$ cat src/rtl/cpu_defs.sv
// cpu_defs: shared datapath constants and divider state encodings
package cpu_defs;
  localparam int XLEN = 32;
  localparam logic [1:0] DIV_IDLE = 2'd0;
  localparam logic [1:0] DIV_CALC = 2'd1;
  localparam logic [1:0] DIV_FIN  = 2'd2;
  localparam logic DIV_ZERO_BIT = 1'b1;
endpackage

$ cat src/rtl/sub_lookahead_nbits.sv
// sub_lookahead_nbits: N-bit subtractor from 4-bit borrow-lookahead slices
module sub_lookahead_nbits #(parameter int N = 32) (
  input  logic [N-1:0] a,
  input  logic [N-1:0] b,
  output logic [N-1:0] diff,
  output logic         borrow_out
);
  logic [N/4:0] bc;
  assign bc[0] = 1'b0;
  for (genvar s = 0; s < N/4; s++) begin : g_s
    logic [3:0] g, p;
    logic [4:0] c;
    assign g = ~a[4*s +: 4] & b[4*s +: 4];
    assign p = ~(a[4*s +: 4] ^ b[4*s +: 4]);
    assign c[0] = bc[s];
    assign c[1] = g[0] | (p[0] & c[0]);
    assign c[2] = g[1] | (p[1] & g[0]) | (&p[1:0] & c[0]);
    assign c[3] = g[2] | (p[2] & g[1]) | (&p[2:1] & g[0]) | (&p[2:0] & c[0]);
    assign c[4] = g[3] | (p[3] & g[2]) | (&p[3:2] & g[1]) | (&p[3:1] & g[0]) | (&p & c[0]);
    assign diff[4*s +: 4] = a[4*s +: 4] ^ b[4*s +: 4] ^ c[3:0];
    assign bc[s+1] = c[4];
  end
  assign borrow_out = bc[N/4];
endmodule

$ cat src/rtl/div_restoring_seq.sv
// div_restoring_seq: multi-cycle restoring divider, one quotient bit per clock
module div_restoring_seq import cpu_defs::*; #(parameter int WIDTH = XLEN) (
  input  logic             clk,
  input  logic             rst_n,
  input  logic             start,
  input  logic             is_signed,
  input  logic [WIDTH-1:0] dividend,
  input  logic [WIDTH-1:0] divisor,
  output logic             busy,
  output logic             done,
  output logic [WIDTH-1:0] quotient,
  output logic [WIDTH-1:0] remainder,
  output logic             div_zero
);
  localparam int CW = $clog2(WIDTH);
  logic [1:0] state;
  logic [CW-1:0] count;
  logic [WIDTH:0] r, shifted, r_n;
  logic [WIDTH-1:0] q, d, q_n, diff, rem_mag;
  logic qneg, rneg, bo, nb;
  assign busy = state != DIV_IDLE;
  assign done = state == DIV_FIN;
  assign shifted = {r[WIDTH-1:0], q[WIDTH-1]};
  sub_lookahead_nbits #(.N(WIDTH)) u_sub (
    .a(shifted[WIDTH-1:0]),
    .b(d),
    .diff(diff),
    .borrow_out(bo)
  );
  // a set bit above the subtractor width means the trial cannot borrow
  assign nb = shifted[WIDTH] | r[WIDTH] | ~bo;
  assign r_n = nb ? {1'b0, diff} : shifted;
  assign q_n = {q[WIDTH-2:0], nb};
  assign rem_mag = r_n[WIDTH-1:0];
  always_ff @(posedge clk or negedge rst_n) begin
    if (!rst_n) begin
      state <= DIV_IDLE;
      count <= '0;
      r <= '0;
      q <= '0;
      d <= '0;
      qneg <= 1'b0;
      rneg <= 1'b0;
      quotient <= '0;
      remainder <= '0;
      div_zero <= 1'b0;
    end else begin
      case (state)
        DIV_IDLE: if (start) begin
          d <= (is_signed && divisor[WIDTH-1]) ? -divisor : divisor;
          q <= (is_signed && dividend[WIDTH-1]) ? -dividend : dividend;
          r <= '0;
          count <= CW'(WIDTH-1);
          qneg <= is_signed & (dividend[WIDTH-1] ^ divisor[WIDTH-1]);
          rneg <= is_signed & dividend[WIDTH-1];
          if (divisor == '0) begin
            quotient <= {WIDTH{DIV_ZERO_BIT}};
            remainder <= dividend;
            div_zero <= 1'b1;
            state <= DIV_FIN;
          end else
            state <= DIV_CALC;
        end
        DIV_CALC: begin
          r <= r_n;
          q <= q_n;
          count <= count - 1'b1;
          if (count == '0) begin
            quotient <= qneg ? -q_n : q_n;
            remainder <= rneg ? -rem_mag : rem_mag;
            div_zero <= 1'b0;
            state <= DIV_FIN;
          end
        end
        default: state <= DIV_IDLE;
      endcase
    end
  end
endmodule

$ cat config.mk
export PLATFORM = sky130hd
export DESIGN_NAME = div_restoring_seq
export DESIGN_NICKNAME = d
export VERILOG_FILES = /design/src/rtl/cpu_defs.sv /design/src/rtl/sub_lookahead_nbits.sv /design/src/rtl/div_restoring_seq.sv
export SDC_FILE = /design/constraint.sdc
export NUM_CORES = 1
export LEC_CHECK = 0
export BUFFER_PORTS_ARGS = -buffer_cell sky130_fd_sc_hd__buf_4
export CORE_UTILIZATION = 28
export CTS_CLUSTER_SIZE = 30
export DETAILED_ROUTE_END_ITERATION = 6
export PLACE_DENSITY_LB_ADDON = 0.05
export SLEW_MARGIN = 25
export SYNTH_ARGS = -nofsm -noshare
export SYNTH_HDL_FRONTEND = slang
export SYNTH_HIERARCHICAL = 1
export SYNTH_SLANG_ARGS = --single-unit
$ cat constraint.sdc
create_clock -name clk -period 5.4 [get_ports clk]
set_input_delay 1.08 -clock clk [delete_from_list [all_inputs] [get_ports clk]]
set_output_delay 1.08 -clock clk [all_outputs]
set_load 0.005 [all_outputs]
==> run metrics <==
PD cells 747 mW/mm^2; DR pass1 iterations 5; CTS tree yes; GPL Wtd Cong 0.811; CP required 5.73 ns; Bufs on Longest Clock Path 2; share of cells above drive strength 1 15.0%; asr flop ratio synth 100%; root buffer cell clkbuf_16; final setup margin 0.504 ns; Clock Latency Late Sink 0.46 ns; top cells by area, synth dfrtp_1 (37%), xor2_1 (5.4%), nand2_1 (4.8%); grt ovf 0; Yosys cell types 80; flops & latches, synth 171; largest net degree at the start of global routing 101; final wirelength 39.5 mm; CP Max Fanout 8; post-synth top area cell dfrtp_1; crit path DAT 5.23 ns; top post-synthesis cells by count dfrtp_1 (171), nand2_1 (149), nor2_1 (137); Top Ports 135; initial antenna violation count 0; Final Hold Slack 0.482 ns; max-slew violations 0; Max Cap Viol 0; total power 10.3 mW; number of synthesized flops with an enable pin 0; crit path launch r[12]$_DFFE_PN0P_; status finished clean; post-CTS resize count 0; fin crit share 90.7%; Setup crit end kind flop; HP Start r[32]$_DFFE_PN0P_; row cnt 74; Slew headroom 40.0%; 1st-iter DRT viols 553; hold_buf cts 0; total number of vias 10294; Final Hold Viols 0; sequential area share after synthesis 36.9%; Nets 1597; min Tclk post-route 4.90 ns; DP Worst Slack 0.559 ns; clock-pin slew on the worst setup and hold paths 0.07 ns; first-pass GRT wire length 61.9 mm; Post-DRT Antenna Nets 0; vias in the first global route 10282; Synth warnings 6; # Post-CTS Setup Buffers 0; core area 0.0408 sq mm; Syn-to-layout area delta 19.2%; chip width 206 um; Mapped Cells 1371; Avg Vias per Cell 5.08; FF-to-FF Start r[12]$_DFFE_PN0P_; Mapped Area 0.0116 sq mm; Worst path max stage delay 0.49 ns; top-count cell post-synth dfrtp_1; Clock Skew 0.0133 ns; Crit-path slowest cell o41ai_1; Num CTS Buffers 17; Post-Syn Nets 1485; P_leak 5.71 nW; Fmax achieved 204 MHz; filler-free cell count of the finished design 2028; worst min path class flop to flop; setup TNS 0 ns; critical path type flop to flop; Final setup viols 0; Worst-Margin Slew 0.891 ns; Post-Syn Area per Cell 8.46 sq um; crit start category flop; ant diodes 0; I/O Buffers 134; Total Routing Usage GR 19.1%; Synth Flop Type dfrtp_1; Residual DRC 0; Avg WL per Cell 19.5 um; HPWL after DPL 30.1 mm; Synth top area share 36.9%; clock sinks 171; die area 0.0422 sq mm; Initial Util 28.4%; maximum vdd drop 0.307 mV; CP Cell Sequence inv_1, ha_1, a21o_1, a211oi_1, o21a_1, a211oi_1, a21oi_1, o2111ai_1, a31o_2, or3b_1, inv_2, mux2i_1, ha_1, nor3b_1, nand4_1, o21a_1, o41ai_1, xnor2_1, o211ai_1; H-Tree Depth 4; RSZ-0062 raised after global routing false; Die Span Y 206 um; placed insts 1996
[state kept, by name, summed over array words and instances, names as in the netlist]
| name | cells |
|---|---|
| count | 5 |
| d | 32 |
| div_zero | 1 |
| q | 32 |
| qneg | 1 |
| quotient | 32 |
| r | 33 |
| remainder | 32 |
| rneg | 1 |
| state | 2 |
[final cells by class]
type	instances	area, sq um
fillers	4384	27000
multi-input cells	1063	6780
flip-flops and latches	171	4280
repair buffers	160	1220
well taps	532	666
clock buffers	17	425
inverters	70	263
clock inverters	15	196
[through the flow]
step                      area, sq um  util [%]
after floorplan                 11600         -
after global placement          13200      32.3
after detailed placement        13200      32.3
after CTS                       13800      33.9
after global routing            13800      33.9
final                           13800      33.9
[final timing paths]
kind                                        endpoint  slack (ns)  depth (start not counted)
setup / recovery           remainder[22]$_DFFE_PN0P_        0.50                         19
hold / removal                     r[32]$_DFFE_PN0P_        0.48                          1
setup reg to reg           remainder[22]$_DFFE_PN0P_        0.50                         19
hold reg to reg                    r[32]$_DFFE_PN0P_        0.48                          1
max in group asynchronous          d[27]$_DFFE_PN0P_        3.73                          2
min in group asynchronous    quotient[8]$_DFFE_PN0P_        0.63                          1
[report_power, final]
| part | total (mW) | internal [mW] | switching [mW] |
|---|---|---|---|
| registers | 2.41 | 1.80 | 0.609 |
| logic | 6.56 | 2.52 | 4.03 |
| clock network | 1.36 | 0.774 | 0.585 |
| total | 10.3 | 5.10 | 5.23 |
[cells in the final DEF (no fill, tap or decap), drive strengths merged, types with 13 or more instances in the layout]
cell type	count
dfrtp	171
buf	160
nand2	150
nor2	137
o21ai	109
a21oi	107
xor2	72
inv	71
xnor2	50
mux2i	39
ha	38
o22ai	33
nor3	31
a31oi	28
or3	20
a21o	18
nand3	18
o31ai	18
clkbuf	17
and2	15
o41ai	14
nor4	14
or4	13
[routing by layer]
metal	vias up	global-route usage [%]	part of all wire (%)
met5	-	0	0
met3	29	2.23	2.9
li1	5111	-	-
met1	4939	25.9	48
met4	0	5.63	1.6
met2	215	31.7	48
[logic make-up after synthesis]
kind of cell             Yosys count  share of synthesized area, %
AND/OR/NAND/NOR                  458                          18.9
AO/OA/AOI/OAI                    396                          21.1
flip-flops                       171                          36.9
buffers and inverters            137                          4.89
XOR/XNOR                         122                          9.21
adder cells (fa/ha/maj)           46                          5.48
multiplexers                      41                          3.56
[critical path: cells and delay by family (launching register included)]
family	cells	cell delay [ns]
compound gates	10	2.18
fa+ha+maj	2	0.63
buf+inv	2	0.26
flops	1	0.42
simple gates	3	0.78
mux	1	0.31
xor+xnor	1	0.18
Power figures use the tool's default switching activity.
